===== src/rtl/button_pkg.sv =====
// Shared types and default timing constants for the push-button front end.
package button_pkg;

    // Debounce FSM states, one instance per button channel.
    typedef enum logic [1:0] {
        RELEASED    = 2'd0,
        PRESS_CHK   = 2'd1,
        PRESSED     = 2'd2,
        RELEASE_CHK = 2'd3
    } btn_state_t;

    // Defaults for a 100 MHz clock: 10 ms debounce, 300 ms first repeat, 150 ms repeat rate.
    localparam int DEF_DEBOUNCE_CYCLES = 1_000_000;
    localparam int DEF_REPEAT_DELAY    = 30_000_000;
    localparam int DEF_REPEAT_PERIOD   = 15_000_000;

    // Counter width able to hold max_val without wrapping.
    function automatic int cnt_width(input int max_val);
        return $clog2(max_val) + 1;
    endfunction

endpackage


===== src/rtl/debounce_channel.sv =====
// One button channel: two-flop synchroniser followed by a debounce FSM.
// `press` is the combinational acceptance qualifier for the coming edge;
// the consumer registers it so the strobe lines up with `level` rising.
module debounce_channel
    import button_pkg::*;
#(
    parameter int DEBOUNCE_CYCLES = DEF_DEBOUNCE_CYCLES
) (
    input  logic clk,
    input  logic clr,
    input  logic raw,
    output logic level,
    output logic press,
    output logic held
);

    localparam int                CNT_W   = cnt_width(DEBOUNCE_CYCLES);
    localparam logic [CNT_W-1:0]  CNT_MAX = CNT_W'(DEBOUNCE_CYCLES - 1);

    logic             s1_q, s1_d;
    logic             s2_q, s2_d;
    btn_state_t       state_q, state_d;
    logic [CNT_W-1:0] cnt_q, cnt_d;
    logic             level_q, level_d;

    // State register, synchroniser and debounce counter.
    always_ff @(posedge clk or posedge clr) begin
        if (clr) begin
            s1_q    <= 1'b0;
            s2_q    <= 1'b0;
            state_q <= RELEASED;
            cnt_q   <= '0;
            level_q <= 1'b0;
        end else begin
            s1_q    <= s1_d;
            s2_q    <= s2_d;
            state_q <= state_d;
            cnt_q   <= cnt_d;
            level_q <= level_d;
        end
    end

    // Next-state logic: a new level must persist DEBOUNCE_CYCLES synchronised cycles.
    always_comb begin
        s1_d    = raw;
        s2_d    = s1_q;
        state_d = state_q;
        cnt_d   = cnt_q;
        level_d = level_q;
        press   = 1'b0;
        case (state_q)
            RELEASED: begin
                if (s2_q) begin
                    state_d = PRESS_CHK;
                    cnt_d   = '0;
                end
            end
            PRESS_CHK: begin
                if (!s2_q) begin
                    state_d = RELEASED;
                    cnt_d   = '0;
                end else if (cnt_q == CNT_MAX) begin
                    state_d = PRESSED;
                    cnt_d   = '0;
                    level_d = 1'b1;
                    press   = 1'b1;
                end else begin
                    cnt_d = cnt_q + 1'b1;
                end
            end
            PRESSED: begin
                if (!s2_q) begin
                    state_d = RELEASE_CHK;
                    cnt_d   = '0;
                end
            end
            RELEASE_CHK: begin
                if (s2_q) begin
                    state_d = PRESSED;
                    cnt_d   = '0;
                end else if (cnt_q == CNT_MAX) begin
                    state_d = RELEASED;
                    cnt_d   = '0;
                    level_d = 1'b0;
                end else begin
                    cnt_d = cnt_q + 1'b1;
                end
            end
            default: begin
                state_d = RELEASED;
                cnt_d   = '0;
            end
        endcase
    end

    assign level = level_q;
    assign held  = (state_q == PRESSED);

endmodule


===== src/rtl/button_conditioner.sv =====
// Conditions the `up` and `mode` buttons for the game controller:
// debounced levels, a flap strobe with hold-to-repeat, and a mode toggle.
module button_conditioner
    import button_pkg::*;
#(
    parameter int DEBOUNCE_CYCLES = DEF_DEBOUNCE_CYCLES,
    parameter int REPEAT_DELAY    = DEF_REPEAT_DELAY,
    parameter int REPEAT_PERIOD   = DEF_REPEAT_PERIOD
) (
    input  logic clk,
    input  logic clr,
    input  logic up_raw,
    input  logic mode_raw,
    output logic up_level,
    output logic up_pulse,
    output logic mode_level,
    output logic mode_flag
);

    localparam int                 RPT_MAX    = (REPEAT_DELAY > REPEAT_PERIOD) ? REPEAT_DELAY : REPEAT_PERIOD;
    localparam int                 RCNT_W     = cnt_width(RPT_MAX);
    localparam logic [RCNT_W-1:0]  DELAY_CNT  = RCNT_W'(REPEAT_DELAY);
    localparam logic [RCNT_W-1:0]  PERIOD_CNT = RCNT_W'(REPEAT_PERIOD);

    logic              up_press, up_held;
    logic              mode_press, unused_mode_held;
    logic [RCNT_W-1:0] rcnt_q, rcnt_d;
    logic              rep_q, rep_d;
    logic              up_pulse_q, up_pulse_d;
    logic              mode_flag_q, mode_flag_d;
    logic [RCNT_W-1:0] rpt_target;
    logic              rpt_fire;

    debounce_channel #(.DEBOUNCE_CYCLES(DEBOUNCE_CYCLES)) u_up (
        .clk   (clk),
        .clr   (clr),
        .raw   (up_raw),
        .level (up_level),
        .press (up_press),
        .held  (up_held)
    );

    debounce_channel #(.DEBOUNCE_CYCLES(DEBOUNCE_CYCLES)) u_mode (
        .clk   (clk),
        .clr   (clr),
        .raw   (mode_raw),
        .level (mode_level),
        .press (mode_press),
        .held  (unused_mode_held)
    );

    // Repeat counter, strobe and mode toggle registers.
    always_ff @(posedge clk or posedge clr) begin
        if (clr) begin
            rcnt_q      <= '0;
            rep_q       <= 1'b0;
            up_pulse_q  <= 1'b0;
            mode_flag_q <= 1'b0;
        end else begin
            rcnt_q      <= rcnt_d;
            rep_q       <= rep_d;
            up_pulse_q  <= up_pulse_d;
            mode_flag_q <= mode_flag_d;
        end
    end

    // Auto-repeat: count while PRESSED, hold while RELEASE_CHK, clear whenever the
    // debounced level is low. The count restarts from zero after each pulse and
    // rep_q switches the target from the initial delay to the repeat period, so
    // the reload never needs a (possibly negative) DELAY-PERIOD offset.
    always_comb begin
        rcnt_d      = rcnt_q;
        rep_d       = rep_q;
        rpt_fire    = 1'b0;
        rpt_target  = rep_q ? PERIOD_CNT : DELAY_CNT;
        if (!up_level || (REPEAT_DELAY == 0)) begin
            rcnt_d = '0;
            rep_d  = 1'b0;
        end else if (up_held) begin
            if (rcnt_q + 1'b1 == rpt_target) begin
                rpt_fire = 1'b1;
                rcnt_d   = '0;
                rep_d    = 1'b1;
            end else begin
                rcnt_d = rcnt_q + 1'b1;
            end
        end
        up_pulse_d  = up_press | rpt_fire;
        mode_flag_d = mode_flag_q ^ mode_press;
    end

    assign up_pulse  = up_pulse_q;
    assign mode_flag = mode_flag_q;

endmodule


===== config.mk =====
export PLATFORM = sky130hd
export DESIGN_NAME = button_conditioner
export DESIGN_NICKNAME = d
export VERILOG_FILES = /design/src/rtl/button_pkg.sv /design/src/rtl/debounce_channel.sv /design/src/rtl/button_conditioner.sv
export SDC_FILE = /design/constraint.sdc
export NUM_CORES = 1
export LEC_CHECK = 0
export CAP_MARGIN = 25
export CELL_PAD_IN_SITES_DETAIL_PLACEMENT = 0
export CELL_PAD_IN_SITES_GLOBAL_PLACEMENT = 1
export CORE_AREA = 2 2 105 107
export DETAILED_ROUTE_END_ITERATION = 12
export DIE_AREA = 0 0 107 109
export GPL_TIMING_DRIVEN = 0
export PLACE_DENSITY_LB_ADDON = 0.1
export SYNTH_ARGS = -nofsm -noshare
export SYNTH_HDL_FRONTEND = slang
export SYNTH_SLANG_ARGS = --single-unit
export TNS_END_PERCENT = 30

===== constraint.sdc =====
create_clock -name clk -period 8.5 [get_ports clk]
set_input_delay 1.7 -clock clk [delete_from_list [all_inputs] [get_ports clk]]
set_output_delay 1.7 -clock clk [all_outputs]
set_load 0.03 [all_outputs]

==> impl_metrics.env, run 1 <==
export IMPL_cts_max_path_buffers=2
export IMPL_fillCellCount=1049
export IMPL_layoutNonFillerInstCount=713
export IMPL_ys_seq_elements=81
export IMPL_yosys_area_share_adder_pct=0.8024
export IMPL_synth_warnings=0
export IMPL_cts_root_buffer_cell="clkbuf_8"
export IMPL_wirelength_um=10910
export IMPL_clock_buffers_created_by_tritoncts=9
export IMPL_hold_viol=0
export IMPL_cts_htree_levels=3
export IMPL_first_pass_detailed_route_iteration_total=5
export IMPL_drcViolationCount=0
export IMPL_dominant_combinational_cell_family_by_area_after_synthesis="simple AND/OR/NAND/NOR gates"
export IMPL_tritoncts="done"
export IMPL_hold_path_class="register to register"
export IMPL_post_dp_hpwl_um=7671
export IMPL_placement_cell_area_mm2=0.004954
export IMPL_io_pins=8
export IMPL_maximum_resistive_drop_on_vdd_mv=0.07398
export IMPL_muxShareOfSynthArea_pct=0
export IMPL_rsz0062_at_grt="false"
export IMPL_placed_cells=697
export IMPL_fin_setup_tns_ns=0
export IMPL_cp_slowest_stage_delay_ns=0.59
export IMPL_antenna_violating_nets_post_route=0
export IMPL_detailedRoute_firstIterationViolations=267
export IMPL_max_cap_violations=0
export IMPL_timing_critical_path_required_ns=8.73
export IMPL_final_max_slew_violation_count=0
export IMPL_postCtsHoldBufs=0
export IMPL_synth_xor_area_share_pct=6.365
export IMPL_synthArstFlopShare_pct=100.0
export IMPL_die_area_mm2=0.01166
export IMPL_finalWeightedCongestion=0.8542
export IMPL_critical_path_peak_fanout=10
export IMPL_start_kind="register"
export IMPL_synth_compound_area_share_pct=15.81
export IMPL_syn_nets=556
export IMPL_syn_cell_area_mm2=0.004678
export IMPL_initial_antenna_violation_count=0
export IMPL_postCtsSetupBuffers=0
export IMPL_area_delta_synth_final_pct=10.51
export IMPL_worstPathArrival_ns=3.67
export IMPL_layout_nets=575
export IMPL_grt_first_pass_wirelength_um=18780
export IMPL_vias=4111
export IMPL_global_route_usage_sum_pct=20.16
export IMPL_crit_family="simple AND/OR/NAND/NOR gates"
export IMPL_cts_resized_gates=0
export IMPL_timing_final_setup_violations=0
export IMPL_path_clk_slew_ns=0.09
export IMPL_port_buffer_count=7
export IMPL_grt_pass1_vias=3850
export IMPL_clk_insertion_delay_late_ns=0.36
export IMPL_placement_rows=38
export IMPL_die_y_um=109
export IMPL_synthCells=549
export IMPL_layout_worst_path_cycle_share_pct=40.44
export IMPL_post_synth_cell_area_avg_um2=8.521
export IMPL_drive_gt1_share_pct=8.726
export IMPL_grt_start_max_net_pins=59
export IMPL_grt_remaining_overflow=0
export IMPL_post_drt_wl_per_cell_um=15.31
export IMPL_critical_path_endpoint_type="register"
export IMPL_yosysSeqAreaShare_pct=43.33
export IMPL_worst_clock_skew_ns=0.02131
export IMPL_drt_vias_per_instance=5.766
export IMPL_dominantRegCellSynth="dfrtp_1"
export IMPL_die_w_um=107
export IMPL_max_transition_margin_pct=49.19
export IMPL_antenna_cells=0
export IMPL_finalCriticalPeriod_ns=3.438
export IMPL_cts_sink_count=81
export IMPL_crit_path_cell_trace="ha_1, nand3_2, nor4_2, nor3b_2, o21ai_1, o311ai_1, o21ai_2, or4_4, o21ai_4, buf_6, nor2_2"
export IMPL_worst_path_max_delay_cell="or4_4"
export IMPL_critical_path_n_buffers_inverters=1
export IMPL_max_slew_worst_pin_slew_ns=0.7593
export IMPL_power_leakage_uw=0.002007
export IMPL_power_per_cell_area_mw_per_mm2=141.3
export IMPL_design_core_area_mm2=0.01060
export IMPL_synth_edf_count=0
export IMPL_synth_cell_type_count=60
export IMPL_maxClockFrequency_ghz=0.2909
export IMPL_final_area_mm2=0.005170
export IMPL_status="finished, final reports clean"
export IMPL_path_class="register to register"
export IMPL_post_synth_and_or_nand_nor_area_fraction_pct=29.82
export IMPL_floorplan_initialDensity_pct=44.12
==> Yosys cell counts, drive strengths merged (13+ instances only) <==
| cell type | n | area [µm²] |
|---|---|---|
| nand2 | 62 | 235.2 |
| xnor2 | 19 | 166.4 |
| nor4 | 15 | 127.6 |
| a21oi | 13 | 65.06 |
| nand4 | 24 | 165.2 |
| nor3 | 14 | 70.07 |
| nor2 | 64 | 265.3 |
| clkbuf | 22 | 83.83 |
| dfrtp | 81 | 2027 |
| o21ai | 77 | 400.4 |
| inv | 13 | 48.80 |
| xor2 | 15 | 131.4 |
| nand3 | 29 | 150.1 |
| and3 | 18 | 112.6 |
==> per-stage QoR <==
| step | hold WS (ns) | utilization [%] | setup slack, ns | power [µW] |
|---|---|---|---|---|
| detailed placement | 0.3379 | 46.72 | 5.100 | 429.1 |
| CTS | 0.3618 | 48.76 | 5.052 | 742.8 |
| global route | 0.3714 | 48.76 | 4.846 | 765.2 |
| floorplan | 0.3312 | - | 4.720 | 417.0 |
| finish | 0.3559 | 48.76 | 5.062 | 730.6 |
| global placement | 0.3343 | 46.44 | 3.300 | 426.4 |
==> layer usage <==
metal | wire (µm) | share of wire (%) | global-route usage [%]
met5 | 0 | 0 | 0
met4 | 214 | 2.0 | 7.607
met3 | 344 | 3.2 | 3.467
met2 | 5406 | 50 | 33.71
met1 | 4948 | 45 | 26.30
==> worst paths after layout <==
check                          start         to  slack, ns  cells past startpoint
max                        rcnt_q[0]  rcnt_q[3]       5.06                     11
min                        u_up.s1_q  u_up.s2_q       0.36                      0
max reg2reg                rcnt_q[0]  rcnt_q[3]       5.06                     11
min reg2reg                u_up.s1_q  u_up.s2_q       0.36                      0
max in group asynchronous        clr  rcnt_q[4]       6.23                      3
min in group asynchronous        clr  u_up.s1_q       1.67                      2
==> layout make-up <==
type	count	area, µm²	share of cell area (%)
plain buffers	31	132.6	2.565
repair buffers	8	97.59	1.888
clock buffers	9	123.9	2.396
multi-input cells	424	2470	47.77
well taps	140	175.2	3.388
inverters	13	51.30	0.9923
flip-flops and latches	81	2027	39.21
clock inverters	7	92.59	1.791
==> state kept, by name (all words and copies together) (netlist names), named ones only <==
signal and cells:
u_up.s1_q 1, u_up.cnt_q 21, u_mode.state_q 1, up_pulse 1
rcnt_q 26, u_mode.s1_q 1, u_mode.cnt_q 21, u_mode.level 1
u_up.s2_q 1, u_up.level 1, u_mode.s2_q 1, rep_q 1
u_up.state_q 1, mode_flag 1
==> report_power, final <==
| group | switching, µW | internal, µW | total (µW) |
|---|---|---|---|
| Clock | 145 | 165 | 310 |
| Sequential | 3.10 | 388 | 391 |
| Combinational | 20.9 | 8.36 | 29.3 |
| Total | 169 | 562 | 731 |
==> logic make-up after synthesis <==
| logic type | after synthesis |
|---|---|
| AND/OR/NAND/NOR | 261 |
| AO/OA/AOI/OAI | 126 |
| flip-flops | 81 |
| buffers and inverters | 44 |
| XOR/XNOR | 34 |
| adder cells (fa/ha/maj) | 3 |
==> cell usage in the layout (no fill, tap or decap), drive strengths merged, types with 2 or more instances in the layout <==
cell	n
clkdlybuf4s50	7
and3	18
and2	8
nand3	29
dfrtp	81
or4	5
o2111ai	2
nor2	64
nor4	15
xor2	15
o22ai	2
o31ai	9
or2	2
bufinv	2
a211oi	3
a21boi	2
and4	4
a31oi	7
buf	10
o21ai	77
o41ai	2
nor3b	3
nor3	14
xnor2	19
a21oi	13
nor4b	2
o311ai	2
clkbuf	31
nand2	62
nor2b	2
inv	14
clkinv	4
a22o	2
or3	4
ha	3
nand2b	2
nand4	24
No activity file was read; power rests on OpenSTA's default activity.
==> run 2, diff against run 1 <==
Settings changed: CORE_AREA 2 2 105 107 to 2 2 107 109, DIE_AREA 0 0 107 109 to 0 0 109 111.
Clock period 8.5 ns to 2.8 ns, I/O delays scaled along.
==> run 2 against run 1 <==
Compared with the run above: the flow now finishes with violations (negative setup slack); via count is 1.8% higher; register-to-register slack worse by 5.2 ns; highest routed layer unchanged; critical endpoint is now rcnt_q[19]; clock-buffer cell count is 1 higher; clock skew is 0.016 ns lower; die area is 3.7% higher; clock power grew to 4.1 times the previous value.
==> impl_metrics.env, run 2 (synthesized netlist as in run 1, its figures left out) <==
export IMPL_status="complete, but fails checks"
export IMPL_violations="negative setup slack"
export IMPL_floorplan_initialDensity_pct=42.23
export IMPL_grt_first_pass_wirelength_um=20630
export IMPL_vias=4184
export IMPL_critical_path_reg2reg_startpoint="rcnt_q[10]"
export IMPL_power_frac_clock_pct=49.6
export IMPL_max_flop_register="rcnt_q"
export IMPL_die_area_mm2=0.01210
export IMPL_die_y_um=111
export IMPL_post_drt_wl_per_cell_um=16.28
export IMPL_hold_ws_ns=0.3529
export IMPL_max_transition_margin_pct=43.26
export IMPL_largest_reg_flops=26
export IMPL_pre_cts_slack_ns=-0.4688
export IMPL_maximum_resistive_drop_on_vdd_mv=0.3071
export IMPL_timing_hold_worst_path_depth=0
export IMPL_worstHoldStart="u_mode.s1_q"
export IMPL_hold_path_class="register to register"
export IMPL_crit_family="simple AND/OR/NAND/NOR gates"
export IMPL_cts_root_buffer_cell="clkbuf_16"
export IMPL_antenna_cells=0
export IMPL_grt_remaining_overflow=0
export IMPL_hold_viol=0
export IMPL_detailedRoute_firstIterationViolations=240
export IMPL_finalWeightedCongestion=0.8020
export IMPL_max_slew_worst_pin_slew_ns=0.8479
export IMPL_tritoncts="done"
export IMPL_worst_r2r_setup_slack_ns=-0.15
export IMPL_r2r_cells=14
export IMPL_port_buffer_count=7
export IMPL_critical_path_peak_fanout=5
export IMPL_design_core_area_mm2=0.01108
export IMPL_timing_hold_worst_endpoint="u_mode.s2_q"
export IMPL_crit_reg2reg_capture="rcnt_q[19]"
export IMPL_wirelength_um=11940
export IMPL_global_route_usage_sum_pct=21.66
export IMPL_met3RoutedLength_um=260
export IMPL_area_delta_synth_final_pct=21.88
export IMPL_layout_worst_path_cycle_share_pct=105.5
export IMPL_cts_sink_count=81
export IMPL_power_leakage_uw=0.002304
export IMPL_cts_htree_levels=3
export IMPL_rsz0062_at_grt="true"
export IMPL_power_per_cell_area_mw_per_mm2=444.1
export IMPL_wl_met2_um=5913
export IMPL_clk_insertion_delay_late_ns=0.34
export IMPL_drive_gt1_share_pct=17.12
export IMPL_path_clk_slew_ns=0.06
export IMPL_clock_buffers_created_by_tritoncts=9
export IMPL_worst_clock_skew_ns=0.005137
export IMPL_start_kind="register"
export IMPL_drcViolationCount=0
export IMPL_path_class="register to register"
export IMPL_fillCellCount=1027
export IMPL_placement_rows=39
export IMPL_finalCriticalPeriod_ns=2.954
export IMPL_cts_max_path_buffers=2
export IMPL_max_cap_violations=0
export IMPL_crit_path_cell_trace="buf_4, nand4_1, buf_4, nor4_4, buf_12, nor4b_4, o2111ai_1, o311ai_2, o21ai_2, or4_4, o21ai_4, buf_6, buf_12, nor2_2"
export IMPL_post_dp_hpwl_um=7761
export IMPL_grt_pass1_vias=4124
export IMPL_worst_slack_ns=-0.1538
export IMPL_total_switching_power_uw=550.9
export IMPL_timing_final_setup_violations=15
export IMPL_drt_vias_per_instance=5.708
export IMPL_postCtsHoldBufs=0
export IMPL_drt_met1_wl_um=5486
export IMPL_die_w_um=109
export IMPL_cp_slowest_stage_delay_ns=0.55
export IMPL_critical_path_endpoint_type="register"
export IMPL_initial_antenna_violation_count=0
export IMPL_reg_largest_list="rcnt_q x26, u_mode.cnt_q x21, u_up.cnt_q x21"
export IMPL_antenna_violating_nets_post_route=0
export IMPL_timing_critical_path_required_ns=3.03
export IMPL_io_pins=8
export IMPL_layout_cells_most_common="dfrtp_1"
export IMPL_worstPathArrival_ns=3.18
export IMPL_power_share_sequential_pct=47.0
export IMPL_top_layer_used="met4"
export IMPL_grt_start_max_net_pins=61
export IMPL_maxClockFrequency_ghz=0.3385
export IMPL_first_pass_detailed_route_iteration_total=5
export IMPL_netSwitchingFraction_pct=21.75
export IMPL_power_report_internal_total_uw=1982
export IMPL_final_core_utilization_pct=51.47
export IMPL_final_max_slew_violation_count=0
export IMPL_layout_nets=592
export IMPL_worst_path_max_delay_cell="or4_4"
export IMPL_critical_path_n_buffers_inverters=5
export IMPL_most_frequent_cells_in_the_layout="74 x dfrtp_1, 67 x o21ai_0, 59 x nand2_1"
export IMPL_comb_power_share_pct=3.4
[run 2: cell types whose count changed in the layout (fill, tap and decap cells not counted), sizes merged]
cell and delta:
clkinv -1, clkinvlp +1, clkbuf -3, inv -1
buf +21
[run 2: worst max-delay path by stage]
stage / start / end / slack, ns / cells after the start
3_3_place_gp: clr / rcnt_q[25] / -1.30 / 2
4_1_cts: rcnt_q[1] / rcnt_q[2] / -0.16 / 12
6_report: rcnt_q[10] / rcnt_q[19] / -0.15 / 14
3_5_place_dp: rcnt_q[10] / rcnt_q[23] / -0.47 / 11
2_1_floorplan: rcnt_q[10] / rcnt_q[4] / 0.02 / 11
5_1_grt: rcnt_q[12] / rcnt_q[23] / -0.28 / 14
[run 2: area by class of cell]
cell class	count	area, µm²	area share, %
Inverter	13	51.30	0.8997
Multi-Input combinational cell	424	2653	46.52
Tap cell	143	178.9	3.138
Sequential cell	81	2036	35.70
Timing Repair Buffer	30	310.3	5.442
Clock inverter	6	82.58	1.448
Clock buffer	10	229.0	4.016
Buffer	26	161.4	2.831
[run 2: per-layer routing]
metal	track usage [%]	vias up
met4	8.889	0
met3	2.998	15
met1	28.81	2066
li1	-	2046
met2	35.16	57
met5	0	-
[run 2: power groups by stage]
| stage | sequential (µW) | clock (µW) | combinational (µW) |
|---|---|---|---|
| 2_1_floorplan | 1210 | 0 | 57.8 |
| 3_3_place_gp | 1210 | 0 | 84.5 |
| 3_5_place_dp | 1210 | 0 | 90.7 |
| 4_1_cts | 1190 | 1290 | 90.9 |
| 5_1_grt | 1190 | 1350 | 102 |
| 6_report | 1190 | 1260 | 87.4 |
[run 2: timing repair]
action | 4_1_cts | 5_1_grt
resized for setup | 35 | 37
endpoints found under the setup margin | 32 | 36
pin swaps | 14 | 13
setup buffers | 18 | 4
cloned | 1 | 0
[run 2: stage by stage]
stage          cell area [µm²]  setup TNS [ns]  power [µW]  cells
2_1_floorplan             4678               0        1266    549
3_3_place_gp              4927         -113.64        1295    699
3_5_place_dp              4957          -9.631        1301    700
4_1_cts                   5540          -2.595        2570    731
5_1_grt                   5702          -4.503        2647    733
6_report                  5702          -1.824        2532    733
==> variant 1 (flow settings as in run 2) <==
Change the package constant `DEF_REPEAT_PERIOD` from 15_000_000 to 3_750_000.
--- a/src/rtl/button_pkg.sv
+++ b/src/rtl/button_pkg.sv
@@ -12,7 +12,7 @@
     // Defaults for a 100 MHz clock: 10 ms debounce, 300 ms first repeat, 150 ms repeat rate.
     localparam int DEF_DEBOUNCE_CYCLES = 1_000_000;
     localparam int DEF_REPEAT_DELAY    = 30_000_000;
-    localparam int DEF_REPEAT_PERIOD   = 15_000_000;
+    localparam int DEF_REPEAT_PERIOD   = 3_750_000;
 
     // Counter width able to hold max_val without wrapping.
     function automatic int cnt_width(input int max_val);
Behaviour: no difference found for any inputs over 10 cycles, from zero or initial values; that may be too few to reach the edited logic, so the function may still have changed.
==> variant 1 against run 2 <==
The flow still finishes with violations (negative setup slack); total power decreased by 1.8%; sequential cell count unchanged; wire length increased by 5.2%; critical path type unchanged; clock skew increased by 0.0040 ns; critical path depth decreased by 5; clock power decreased by 4%; largest cell class unchanged; synthesized area increased by 3.9%; worst setup slack improved by 0.071 ns; first-iteration DRC count increased by 3.3%; largest power group unchanged; critical endpoint is now up_pulse; sequential power about the same; design area increased by 0.11%.
==> variant 1: results (changes against run 2) <==
[cts]
cts_setup_buffers = 8  ; was 18
cts_resized = 15  ; was 35

[route]
first_iter_violations = 248  ; was 240
wirelength_mm = 12.6  ; was 11.9 mm

[outcome]
status = finished, violations left  ; unchanged
violations = negative setup slack  ; unchanged

[grt]
grt_pass1_wl_mm = 21.3  ; was 20.6 mm
grt_max_degree = 65  ; was 61
grt_pass1_vias = 4243  ; was 4124

[power]
ir_drop_v = 0.000339  ; was 0.000307 V
leakage_nw = 2.22  ; was 2.30 nW

[yosys]
synth_xor_area_share_pct = 3.24  ; was 6.37%
synthMuxAreaShare_pct = 0.206  ; was 0%
synth_compound_area_share_pct = 18.7  ; was 15.8%
synth_area_leaders = dfrtp_1, o21ai_0, nand2_1  ; unchanged
ys_seq_area_share_pct = 41.7  ; was 43.3%

[floorplan]
initial_utilization_pct = 43.9  ; was 42.2%

[sta]
tightestPinTransition_ns = 0.917  ; was 0.848 ns
setup_viol = 22  ; was 15
whs_ns = 0.344  ; was 0.353 ns
fin_ws_ns = -0.0824  ; was -0.154 ns
fin_skew_ns = 0.00914  ; was 0.00514 ns
finalSetupTns_ns = -0.853  ; was -1.82 ns

[worst_setup_path]
max_stage_delay_ns = 0.53  ; was 0.55 ns
rr_worst_depth = 9  ; was 14
crit_start = rcnt_q[2]  ; was rcnt_q[10]
cp.arrival_ns = 3.12  ; was 3.18 ns
crit_end = up_pulse  ; was rcnt_q[19]

[layout]
layout.nets = 621  ; was 592
stdcell_count = 761  ; was 733
fillers = 1053  ; was 1027

[placed_design]
dp.cells = 738  ; was 700
pre_cts_ws_ns = -0.314  ; was -0.469 ns

variant 1: cell count changes in the layout (fill, tap and decap cells not counted), moves of 8 or more:
cell,change
a21oi_1,+31
nand2_1,+17
nand4_1,-15
nor2_2,-8
xnor2_1,-14
variant 1: final cells by class:
class	instances	area (um^2)	area share, %
multi-input combinational	457	2770	48.4
sequential	81	2030	35.5
clock buffer	11	243	4.25
timing repair buffer	18	198	3.46
buffer	33	188	3.29
tap	143	179	3.13
inverter	14	55.1	0.964
clock inverter	4	53.8	0.943
variant 1: per-layer routing:
metal / part of all wire, % / vias up / GRT usage (%)
li1: - / 2179 / -
met1: 51 / 2193 / 33.6
met2: 44 / 91 / 32.1
met3: 3.6 / 13 / 2.82
met4: 2.0 / 0 / 10.0
met5: 0 / - / 0
variant 1: report_power, final:
group | switching (W) | internal [W]
registers | 0.00000905 | 0.00118
clock network | 0.000498 | 0.000712
logic | 0.0000630 | 0.0000259
